===== config.mk =====
export PLATFORM = sky130hd
export DESIGN_NAME = cnt_credit_gate
export DESIGN_NICKNAME = d
export VERILOG_FILES = /design/src/rtl/cnt_credit_pkg.sv /design/src/rtl/cnt_credit_gate.sv
export SDC_FILE = /design/constraint.sdc
export NUM_CORES = 1
export LEC_CHECK = 0
export ABC_AREA = 0
export CELL_PAD_IN_SITES_DETAIL_PLACEMENT = 2
export CELL_PAD_IN_SITES_GLOBAL_PLACEMENT = 2
export CORE_ASPECT_RATIO = 1.5
export CORE_MARGIN = 10
export CORE_UTILIZATION = 30
export DETAILED_ROUTE_END_ITERATION = 10
export PLACE_DENSITY = 0.82
export RECOVER_POWER = 25
export SLEW_MARGIN = 20
export SYNTH_ARGS = -nofsm -noshare
export SYNTH_HDL_FRONTEND = slang
export SYNTH_SLANG_ARGS = --single-unit

===== constraint.sdc =====
create_clock -name clk -period 2.2 [get_ports clk]
set_input_delay 0.33 -clock clk [delete_from_list [all_inputs] [get_ports clk]]
set_output_delay 0.33 -clock clk [all_outputs]
set_load 0.03 [all_outputs]

===== src/rtl/cnt_credit_pkg.sv =====
// Shared types and helpers for the consumer-side credit gate.
//   state_e         : grant FSM states (idle / offering a grant / settling avail).
//   grant_len_width : width of the grant length field, enough to hold 1..2^burst_log2.
package cnt_credit_pkg;

  typedef enum logic [1:0] {
    StIdle,
    StOffer,
    StSettle
  } state_e;

  function automatic int unsigned grant_len_width(input int unsigned burst_log2);
    return burst_log2 + 1;
  endfunction

endpackage


===== src/rtl/cnt_credit_gate.sv =====
// Consumer-side credit gate. Compares the synchronized producer count against the count of
// items already granted and hands out burst grants over a valid/ready handshake.
//
// Ports:
//   clk, rst     : clock, asynchronous active-high reset
//   remote_cnt   : producer count, already synchronized and gray-decoded
//   enable       : permits new grants
//   flush        : permits a partial grant when fewer than a full burst is available
//   grant_valid  : grant offered
//   grant_ready  : grant accepted
//   grant_len    : items in the offered grant (1..BURST)
//   avail        : registered remote_cnt - local_cnt (modular)
//   local_cnt    : total items granted (modular)
//   ovf_err      : sticky overflow flag (avail > DEPTH)
//   stall_err    : sticky stall watchdog flag
//
// Optional feature: define CNT_CREDIT_GATE_STALL_WD_EN to build the stall watchdog; otherwise
// stall_err is tied to 0.
module cnt_credit_gate
  import cnt_credit_pkg::*;
#(
  parameter int unsigned CNT_WIDTH  = 16,
  parameter int unsigned BURST_LOG2 = 4,
  parameter int unsigned DEPTH      = 1024,
  parameter int unsigned WD_LOG2    = 12
) (
  input  logic                                     clk,
  input  logic                                     rst,
  input  logic [CNT_WIDTH-1:0]                     remote_cnt,
  input  logic                                     enable,
  input  logic                                     flush,
  output logic                                     grant_valid,
  input  logic                                     grant_ready,
  output logic [grant_len_width(BURST_LOG2)-1:0]   grant_len,
  output logic [CNT_WIDTH-1:0]                     avail,
  output logic [CNT_WIDTH-1:0]                     local_cnt,
  output logic                                     ovf_err,
  output logic                                     stall_err
);

  localparam int unsigned Burst = 2 ** BURST_LOG2;
  localparam int unsigned LenW  = grant_len_width(BURST_LOG2);
  localparam logic [CNT_WIDTH-1:0] BurstCnt = CNT_WIDTH'(Burst);
  localparam logic [CNT_WIDTH-1:0] DepthCnt = CNT_WIDTH'(DEPTH);

  state_e                state_q, state_d;
  logic [CNT_WIDTH-1:0]  avail_q, avail_d;
  logic [CNT_WIDTH-1:0]  local_cnt_q, local_cnt_d;
  logic [LenW-1:0]       grant_len_q, grant_len_d;
  logic                  ovf_err_q, ovf_err_d;
  logic                  handshake;
  logic                  ovf_now;

  assign handshake = (state_q == StOffer) && grant_ready;
  // Overflow seen this cycle also blocks a grant, so a bogus avail is never granted from.
  assign ovf_now   = avail_q > DepthCnt;

  // State register and datapath flops.
  always_ff @(posedge clk or posedge rst) begin
    if (rst) begin
      state_q     <= StIdle;
      avail_q     <= '0;
      local_cnt_q <= '0;
      grant_len_q <= '0;
      ovf_err_q   <= 1'b0;
    end else begin
      state_q     <= state_d;
      avail_q     <= avail_d;
      local_cnt_q <= local_cnt_d;
      grant_len_q <= grant_len_d;
      ovf_err_q   <= ovf_err_d;
    end
  end

  // Next-state and grant length latch.
  always_comb begin
    state_d     = state_q;
    grant_len_d = grant_len_q;
    unique case (state_q)
      StIdle: begin
        if (ovf_err_q || ovf_now) begin
          state_d = StIdle;
        end else if (enable && (avail_q >= BurstCnt)) begin
          grant_len_d = LenW'(Burst);
          state_d     = StOffer;
        end else if (enable && flush && (avail_q != '0)) begin
          // avail_q < Burst here, so the low bits hold the whole remainder.
          grant_len_d = avail_q[LenW-1:0];
          state_d     = StOffer;
        end
      end
      StOffer: begin
        if (grant_ready) state_d = StSettle;
      end
      StSettle: state_d = StIdle;
      default:  state_d = StIdle;
    endcase
  end

  // Credit arithmetic; modular subtraction makes counter wrap transparent.
  always_comb begin
    avail_d     = remote_cnt - local_cnt_q;
    local_cnt_d = local_cnt_q;
    if (handshake) local_cnt_d = local_cnt_q + CNT_WIDTH'(grant_len_q);
    ovf_err_d   = ovf_err_q | ovf_now;
  end

  // Outputs.
  always_comb begin
    grant_valid = (state_q == StOffer);
    grant_len   = grant_len_q;
    avail       = avail_q;
    local_cnt   = local_cnt_q;
    ovf_err     = ovf_err_q;
  end

`ifdef CNT_CREDIT_GATE_STALL_WD_EN
  logic [WD_LOG2-1:0] wd_cnt_q, wd_cnt_d;
  logic               stall_err_q, stall_err_d;

  always_comb begin
    wd_cnt_d = '0;
    if ((state_q == StOffer) && !grant_ready) begin
      wd_cnt_d = (&wd_cnt_q) ? wd_cnt_q : wd_cnt_q + 1'b1;
    end
    stall_err_d = stall_err_q | (&wd_cnt_q);
  end

  always_ff @(posedge clk or posedge rst) begin
    if (rst) begin
      wd_cnt_q    <= '0;
      stall_err_q <= 1'b0;
    end else begin
      wd_cnt_q    <= wd_cnt_d;
      stall_err_q <= stall_err_d;
    end
  end

  assign stall_err = stall_err_q;
`else
  logic unused_wd;
  assign unused_wd = ^WD_LOG2;
  assign stall_err = 1'b0;
`endif

endmodule


======== Word-level counts from Yosys, hierarchy flattened ========
Index checks and enable logic that the tools add are counted.
cells by class
  $add $sub $neg .......................... 2
  multiply operators ...................... 0
  div/mod/pow operators ................... 0
  magnitude comparators ................... 2
  eq/ne operators ......................... 3
  shifts and indexed selects .............. 0
  muxes and demuxes ....................... 7
  bitwise gates (word level) .............. 2
  reduce and logical (&&, ||, !) cells .... 10
operators by type and width
  cell                                                                                   count
  16-bit by 5-bit adder with 16-bit output                                               1
  16-bit by 5-bit greater-or-equal comparator with 1-bit output (second input constant)  1
  16-bit by 11-bit > comparator with 1-bit output (second input constant)                1
  16-bit nonzero test                                                                    1
  16-bit subtractor                                                                      1
  5-bit 2-to-1 mux                                                                       2
  2-bit 2-to-1 mux                                                                       4
  1-bit logical AND                                                                      4
  4-bit != test (second input constant)                                                  1
  2-bit case mux with 2 select lines                                                     1
  3-bit AND reduction                                                                    1
  2-bit by 1-bit == test with 1-bit output (second input constant)                       1
  2-bit zero test                                                                        1
  2-bit by 1-bit != test with 1-bit output (second input constant)                       1
  2-bit AND reduction                                                                    1
  2-bit nonzero test                                                                     1
  1-bit logical OR                                                                       1
  1-bit NOT                                                                              1
  1-bit OR                                                                               1
word-level totals
  bits in registers ....................... 40
  latch bits .............................. 0
  memory bits (writable) .................. 0
  ROM bits ................................ 0
  word-level logic and storage cells ...... 31
  memories kept ........................... 0

======== Logic depth before layout (Yosys ltp) ========
Gate-level depths: netlist (run 1).
  word-level depth ........................ 6
  mapped depth ............................ 8
  depth with buffers taken out ............ 8

======== Least setup slack after synthesis (run 1) ========
OpenSTA, ideal clock, no wires.
  path kind ............................... register to register
  start ................................... register state_q[0]
  end ..................................... register local_cnt_q[13] (netlist: local_cnt[13])
  library setup time ...................... 134 ps
  arrival ................................. 2098 ps
  data required time ...................... 2066 ps
  setup slack ............................. -32 ps
  cell stages (with the launch flop) ...... 8
  buffers on the path ..................... 0
  clock period less this slack ............ 2232 ps
  path through ............................ dfrtp_1 nor2b_1 nand2_1 inv_2 nand3_1 nor3_1 nand4_1 xnor2_1
between the ends
  longest elaborated chain between the ends .. 2
RTL lines
  element                                   line                   text
  start, declared                           cnt_credit_gate.sv:46  state_e state_q, state_d;
  start signal, assigned                    cnt_credit_gate.sv:61  state_q <= StIdle;
  start signal, assigned                    cnt_credit_gate.sv:67  state_q <= state_d;
  2-bit by 1-bit == test with 1-bit output  -
  named net grant_valid                     cnt_credit_gate.sv:32  output logic grant_valid,
  1-bit logical AND                         cnt_credit_gate.sv:54  assign handshake = (state_q == StOffer) && grant_ready;
  end signal, assigned                      cnt_credit_gate.sv:69  local_cnt_q <= local_cnt_d;
  end, declared                             cnt_credit_gate.sv:48  logic [CNT_WIDTH-1:0] local_cnt_q, local_cnt_d;
The timed path passes the listed nets, and every way through them passes these cells.
A chain may end at the register's enable or synchronous reset.

======== Worst setup path in the final report (run 1) ========
  start ................................... register local_cnt_q[4] (netlist: local_cnt[4])
  end ..................................... register avail_q[9] (netlist: avail[9])
between the ends
  longest elaborated chain between the ends .. 1
RTL lines
  element               line                    text
  16-bit subtractor     cnt_credit_gate.sv:102  avail_d = remote_cnt - local_cnt_q;
  named net avail_d[9]  cnt_credit_gate.sv:47   logic [CNT_WIDTH-1:0] avail_q, avail_d;
  end signal, assigned  cnt_credit_gate.sv:68   avail_q <= avail_d;
  end, declared         cnt_credit_gate.sv:47
The timed path passes the listed nets, and every way through them passes these cells.

==> results of run 1 <==
[placed cells by master (no fill, tap or decap), types with 4 or more instances in the layout]
cell / Yosys / final
sky130_fd_sc_hd__clkdlybuf4s50_1: 0 / 58
sky130_fd_sc_hd__dfrtp_1: 40 / 39
sky130_fd_sc_hd__buf_4: 1 / 33
sky130_fd_sc_hd__inv_1: 26 / 26
sky130_fd_sc_hd__nand2_1: 25 / 25
sky130_fd_sc_hd__ha_1: 20 / 19
sky130_fd_sc_hd__xnor2_1: 16 / 16
sky130_fd_sc_hd__nor2_1: 15 / 15
sky130_fd_sc_hd__a21oi_1: 19 / 15
sky130_fd_sc_hd__nor3_1: 11 / 11
sky130_fd_sc_hd__nand3_1: 9 / 9
sky130_fd_sc_hd__a21o_1: 9 / 9
sky130_fd_sc_hd__o21ai_0: 7 / 7
sky130_fd_sc_hd__a211oi_1: 8 / 7
sky130_fd_sc_hd__mux2i_1: 5 / 5
sky130_fd_sc_hd__xor2_1: 5 / 5
sky130_fd_sc_hd__clkbuf_16: 0 / 5
sky130_fd_sc_hd__a21oi_2: 0 / 4
[routing by layer]
layer,vias up,routed length [um]
met5,-,0
met3,12,358
met1,1227,3520
met2,51,6427
met4,0,206
li1,1128,-
[power breakdown]
| group | switching (mW) | leakage, nW | total (mW) | internal [mW] |
|---|---|---|---|---|
| clock | 0.310 | 0.0901 | 0.908 | 0.598 |
| combinational | 0.217 | 1.11 | 0.392 | 0.175 |
| sequential | 0.0355 | 0.444 | 0.802 | 0.767 |
[worst max-delay path, cell delays in order (launching register included)]
cell,delay (ns)
sky130_fd_sc_hd__dfrtp_1,0.44
sky130_fd_sc_hd__inv_1,0.11
sky130_fd_sc_hd__ha_1,0.34
sky130_fd_sc_hd__a21o_1,0.24
sky130_fd_sc_hd__and2_1,0.21
sky130_fd_sc_hd__o31ai_1,0.35
sky130_fd_sc_hd__buf_4,0.19
sky130_fd_sc_hd__nand2_1,0.05
sky130_fd_sc_hd__xor2_1,0.14
[per-stage QoR]
step                power [mW]  area (um2)
floorplan                1.002        2536
global placement         1.178        3490
detailed placement       1.199        3490
CTS                      2.109        3675
global route             2.183        3717
finish                   2.103        3717
[final timing paths]
| kind | from | endpoint | slack (ns) | cells past startpoint |
|---|---|---|---|---|
| worst max-delay path | local_cnt[4] | avail[9] | 0.01 | 8 |
| worst min-delay path | state_q[1] | state_q[0] | 0.50 | 1 |
| worst max register to register | local_cnt[4] | avail[9] | 0.01 | 8 |
| worst min register to register | state_q[1] | state_q[0] | 0.50 | 1 |
| max in group asynchronous | rst | local_cnt[1] | 0.65 | 3 |
| min in group asynchronous | rst | ovf_err | 0.81 | 3 |
[cell type report]
type / instances / area, um2
Fill cell: 884 / 4593
Tap cell: 107 / 133.9
Clock inverter: 1 / 30.03
Multi-Input combinational cell: 198 / 1454
Timing Repair Buffer: 93 / 843.3
Sequential cell: 40 / 1002
Clock buffer: 7 / 152.6
Inverter: 27 / 101.3
[kinds of logic (layout without fill, tap and decap cells)]
group           after synthesis  count (layout)
simple gates                 85              85
compound gates               63              63
flops                        40              40
buf+inv                      31             128
fa+ha+maj                    22              22
xor+xnor                     21              21
mux                           6               6
other cells                   1               1
[flip-flops by register name, indices dropped and copies added (netlist names)]
signal	count
avail	16
local_cnt	16
grant_len	5
state_q	2
ovf_err	1
[timing repair]
item,4_1_cts,5_1_grt
endpoints found under the setup margin,3,16
resized for setup,2,12
gates cloned,0,0
endpoints found under the hold margin,0,0
==> load_flow_metrics.sql, run 1 <==
INSERT INTO impl_metrics (metric_group, metric, value, unit) VALUES
('status', 'outcome', 'finished clean', ''),
('yosys', 'yosys.area_share.xor_xnor', '7.259', '%'),
('route', 'via_count', '2418', ''),
('grt', 'grt.busiest_layer', 'met2', ''),
('yosys', 'synthCells', '269', ''),
('min_path', 'timing.hold.worst.class', 'register to register', ''),
('placed_design', 'post_dp_hpwl', '8.069', 'mm'),
('grt', 'use_met3', '2.888', '%'),
('power', 'power.static_leakage', '1.647', 'nW'),
('finish', 'drive_above_1_share', '17.21', '%'),
('grt', 'vias_in_the_first_global_route', '2836', ''),
('sta', 'timing.hold.ws', '0.4958', 'ns'),
('sta', 'upper_clock_frequency_limit', '0.4575', 'GHz'),
('clock_tree', 'clock_tree_from_tritoncts', 'yes', ''),
('route', 'routed_wire_length_per_instance', '22.23', 'um'),
('yosys', 'syn_nets', '312', ''),
('worst_setup_path', 'critPathLaunchType', 'register', ''),
('floorplan', 'io-pin-count', '61', ''),
('grt', 'gr-usage-met1', '14.91', '%'),
('route', 'first_pass_iters', '4', ''),
('clock_tree', 'cts_root_buf', 'sky130_fd_sc_hd__clkbuf_16', ''),
('placed_design', 'gp_congestion', '0.8124', ''),
('yosys', 'synth_simple_gate_area_share', '17.73', '%'),
('worst_setup_path', 'critical_path.endpoint_type', 'register', ''),
('floorplan', 'die_area', '12600', 'um2'),
('floorplan', 'rows', '41', ''),
('route', 'route.final.wire_length', '10.51', 'mm'),
('grt', 'grt_start_max_net_pins', '41', ''),
('sta', 'setup_total_negative_slack', '0', 'ns'),
('route', 'remaining_drc_errors', '0', ''),
('sta', 'final.setup_skew', '0.009471', 'ns'),
('placed_design', 'pre_cts_ws', '-0.3789', 'ns'),
('worst_setup_path', 'timing.critical_path.fanout_max', '4', ''),
('floorplan', 'fp.dieW', '95.04', 'um'),
('yosys', 'post_synth_num_cell_types', '52', ''),
('sta', 'finalCritPeriodShare', '99.36', '%'),
('grt', 'gr-usage-met2', '33.84', '%'),
('yosys', 'yosys.cell_count.top_type', 'sky130_fd_sc_hd__dfrtp_1', ''),
('yosys', 'portion_of_netlist_area_occupied_by_mux_cells', '2.568', '%'),
('yosys', 'synthFlopType', 'sky130_fd_sc_hd__dfrtp_1', ''),
('yosys', 'seq_area_frac_synth', '39.51', '%'),
('sta', 'worst_max_slew_margin_expressed_relative_to_the_limit', '29.48', '%'),
('clock_tree', 'htree_num_levels', '2', ''),
('yosys', 'yosys.area_share.adder', '11.46', '%'),
('power', 'cellPowerDensity', '565.6', 'nW/um2'),
('route', 'number_of_nets_still_failing_antenna_checks_after_routing', '0', ''),
('yosys', 'synth_compound_gate_area_share', '16.30', '%'),
('sta', 'postLayoutSetupSlackWorst', '0.01397', 'ns'),
('clock_tree', 'insertion_delay', '0.29', 'ns'),
('sta', 'timing_max_transition_violations_final', '0', ''),
('worst_setup_path', 'cp.required', '2.37', 'ns'),
('clock_tree', 'clk_path_buf_depth', '2', ''),
('yosys', 'synth_largest_type_area_fraction', '39.51', '%'),
('placed_design', 'placedCellCount', '465', ''),
('clock_tree', 'cts_sinks', '40', ''),
('yosys', 'post_synth_instance_area', '2534', 'um2'),
('yosys', 'number_of_enable_type_register_cells_in_the_synthesized_netlist', '0', ''),
('finish', 'layout.core_utilization', '44.73', '%'),
('clock_tree', 'cts-buffers-inserted', '5', ''),
('finish', 'insertedDiodeCount', '0', ''),
('worst_setup_path', 'worstPathArrival', '2.35', 'ns'),
('yosys', 'synth.ff_latch_count', '40', ''),
('floorplan', 'vertical_die_dimension', '132.6', 'um'),
('floorplan', 'floorplan.initialDensity', '30.49', '%'),
('sta', 'timing.final.setup_violations', '0', ''),
('clock_tree', 'cts_hold_repair.buffers', '0', ''),
('yosys', 'syn-mean-instance-area', '9.419', 'um2'),
('finish', 'final-instance-count-excl-fill', '473', ''),
('worst_setup_path', 'crit_type', 'register to register', ''),
('route', 'number_of_design_rule_violations_left_by_the_first_detailed_router_iteration', '41', ''),
('flow_run', 'max_cap_viol_count', '0', '');
(Power assumes the default switching activity.)
==> run 2, diff against run 1 <==
Settings changed: RECOVER_POWER 25 to not set.
==> load_flow_metrics.sql, run 2 (synthesis results as in run 1) <==
INSERT INTO impl_metrics (metric_group, metric, value, unit) VALUES
('finish', 'summed_area_of_non_filler_cells_in_the_final_layout', '3720', 'um2'),
('finish', 'insertedDiodeCount', '0', ''),
('sta', 'timing.final.setup_violations', '0', ''),
('power', 'p_sw_share', '26.83', '%'),
('route', 'remaining_drc_errors', '0', ''),
('worst_setup_path', 'flop_to_flop_setup_slack', '0.02', 'ns'),
('power', 'totalPowerFinal', '2.106', 'mW'),
('route', 'routed-wl-met3', '371', 'um'),
('grt', 'grt_first_pass_wirelength', '16.02', 'mm'),
('placed_design', 'gp_congestion', '0.8124', ''),
('worst_setup_path', 'crit_type', 'register to register', ''),
('power', 'power.share.sequential', '38.1', '%'),
('floorplan', 'rows', '41', ''),
('finish', 'area.growth.synth_to_final', '46.81', '%'),
('sta', 'worst_max_slew_margin_expressed_relative_to_the_limit', '63.62', '%'),
('grt', 'antenna_found_initial', '0', ''),
('route', 'via_count', '2422', ''),
('finish', 'leading_cell_type_in_the_layout_fill_and_taps_excluded', 'sky130_fd_sc_hd__clkdlybuf4s50_1', ''),
('clock_tree', 'cts_sinks', '40', ''),
('placed_design', 'post_dp_hpwl', '8.069', 'mm'),
('grt', 'vias_in_the_first_global_route', '2836', ''),
('finish', 'seq_area', '1002', 'um2'),
('min_path', 'timing.hold.worst.class', 'input pin to asynchronous set/reset pin', ''),
('sta', 'period_needed', '2.177', 'ns'),
('clock_tree', 'clk_pin_slew_worst_paths', '0.06', 'ns'),
('power', 'power.combinational.fraction', '18.7', '%'),
('sta', 'tightest_slew', '0.5458', 'ns'),
('worst_setup_path', 'critPathLaunchType', 'register', ''),
('finish', 'filler_cell_count', '883', ''),
('sta', 'setup_total_negative_slack', '0', 'ns'),
('route', 'route.top_layer_used', 'met4', ''),
('route', 'number_of_nets_still_failing_antenna_checks_after_routing', '0', ''),
('grt', 'grt_start_max_net_pins', '41', ''),
('sta', 'timing.hold.ws', '0.4735', 'ns'),
('worst_setup_path', 'critical_path.endpoint_type', 'register', ''),
('worst_setup_path', 'timing.critical_path.fanout_max', '4', ''),
('worst_setup_path', 'cp.required', '2.37', 'ns'),
('power', 'worst_vdd_rail_ir_drop', '0.3558', 'mV'),
('route', 'routed_wire_length_per_instance', '22.24', 'um'),
('sta', 'finalCritPeriodShare', '98.95', '%'),
('route', 'route.final.wire_length', '10.52', 'mm'),
('finish', 'mostFrequentLayoutCells', '59 x sky130_fd_sc_hd__clkdlybuf4s50_1, 39 x sky130_fd_sc_hd__dfrtp_1, 34 x sky130_fd_sc_hd__buf_4', ''),
('power', 'net-switching-power', '565.0', 'uW'),
('power', 'clock_power_share', '43.2', '%'),
('power', 'cellPowerDensity', '566.0', 'nW/um2'),
('flow_run', 'max_cap_viol_count', '0', ''),
('worst_setup_path', 'reg2regPathDepth', '8', ''),
('clock_tree', 'insertion_delay', '0.29', 'ns'),
('route', 'met2RoutedLength', '6.399', 'mm'),
('finish', 'multiInputGateArea', '1454', 'um2'),
('route', 'm1WireLength', '3.519', 'mm'),
('power', 'p_int', '1.541', 'mW'),
('power', 'power.static_leakage', '1.647', 'nW'),
('sta', 'upper_clock_frequency_limit', '0.4594', 'GHz'),
('clock_tree', 'htree_num_levels', '2', ''),
('sta', 'timing.final.hold_violations', '0', ''),
('route', 'viasPerCell', '5.121', ''),
('floorplan', 'io-pin-count', '61', ''),
('placed_design', 'detailed_place.area', '3490', 'um2'),
('finish', 'design.final.nets', '408', ''),
('clock_tree', 'cts-buffers-inserted', '5', ''),
('floorplan', 'vertical_die_dimension', '132.6', 'um'),
('worst_setup_path', 'worstPathArrival', '2.34', 'ns'),
('clock_tree', 'cts_root_buf', 'sky130_fd_sc_hd__clkbuf_16', ''),
('route', 'number_of_design_rule_violations_left_by_the_first_detailed_router_iteration', '42', ''),
('grt', 'global_route.overflow_total', '0', ''),
('placed_design', 'place.port_buffers', '59', ''),
('clock_tree', 'clock_tree_from_tritoncts', 'yes', ''),
('floorplan', 'die_area', '12600', 'um2'),
('floorplan', 'fp.dieW', '95.04', 'um'),
('floorplan', 'placeable_area', '8310', 'um2'),
('sta', 'final.setup_skew', '0.007888', 'ns'),
('floorplan', 'floorplan.initialDensity', '30.49', '%'),
('clock_tree', 'clk_path_buf_depth', '2', ''),
('sta', 'timing_max_transition_violations_final', '0', ''),
('finish', 'drive_above_1_share', '17.21', '%'),
('status', 'outcome', 'finished clean', ''),
('route', 'first_pass_iters', '4', ''),
('grt', 'grt.total_usage', '16.45', '%');
==> run 2: cell count changes in the layout (fill, tap and decap cells not counted), sizes merged <==
cell / previous run / this run
dlygate4sd3: 1 / 0
buf: 33 / 34
clkbuf: 8 / 7
clkdlybuf4s50: 58 / 59
==> run 2: metal layers <==
| metal | up-vias | GRT usage [%] |
|---|---|---|
| li1 | 1127 | - |
| met1 | 1229 | 14.91 |
| met2 | 51 | 33.84 |
| met3 | 15 | 2.888 |
| met4 | 0 | 5.509 |
| met5 | - | 0 |
==> run 2: worst paths after layout <==
| kind | end | startpoint |
|---|---|---|
| max reg2reg | avail[9] | local_cnt[4] |
| max in group asynchronous | local_cnt[1] | rst |
| min reg2reg | state_q[0] | state_q[1] |
| min | ovf_err | rst |
| max | avail[9] | local_cnt[4] |
| min in group clk | state_q[0] | state_q[1] |
==> run 2: worst max-delay path: stages (launching register included) <==
cell                      delay [ns]
sky130_fd_sc_hd__dfrtp_1        0.43
sky130_fd_sc_hd__inv_1          0.11
sky130_fd_sc_hd__ha_1           0.34
sky130_fd_sc_hd__a21o_1         0.24
sky130_fd_sc_hd__and2_1         0.21
sky130_fd_sc_hd__o31ai_1        0.35
sky130_fd_sc_hd__buf_4          0.19
sky130_fd_sc_hd__nand2_1        0.05
sky130_fd_sc_hd__xor2_1         0.14
==> run 2: through the flow <==
| stage | cells | setup WS, ns | utilization (%) |
|---|---|---|---|
| floorplan | 269 | 0.03482 | - |
| global placement | 465 | -0.1883 | 41.99 |
| detailed placement | 465 | -0.3789 | 41.99 |
| CTS | 473 | 0.01156 | 44.22 |
| global route | 473 | -0.03185 | 44.76 |
| finish | 473 | 0.02306 | 44.76 |
==> run 2: power groups by stage <==
stage,logic (mW),clock network (mW),registers (mW)
finish,0.393,0.910,0.803
floorplan,0.135,0,0.867
CTS,0.391,0.918,0.800
detailed placement,0.386,0,0.813
global route,0.425,0.953,0.806
global placement,0.368,0,0.810
==> run 2: final cells by class <==
| type | count | share of cell area (%) |
|---|---|---|
| inverters | 27 | 2.725 |
| repair buffers | 93 | 22.74 |
| well taps | 107 | 3.599 |
| clock inverters | 1 | 0.8073 |
| multi-input cells | 198 | 39.08 |
| clock buffers | 7 | 4.104 |
| flip-flops and latches | 40 | 26.94 |
==> run 2: repair_timing <==
item,4_1_cts,5_1_grt
endpoints found under the setup margin,3,16
gates cloned,0,0
hold buffers,0,0
resized for setup,2,12
setup buffers,0,0
==> run 3, diff against run 2 <==
Settings changed: SLEW_MARGIN 20 to 10.
==> results of run 3 <==
The final DEF is identical to that of run 2; final timing and power are the same.
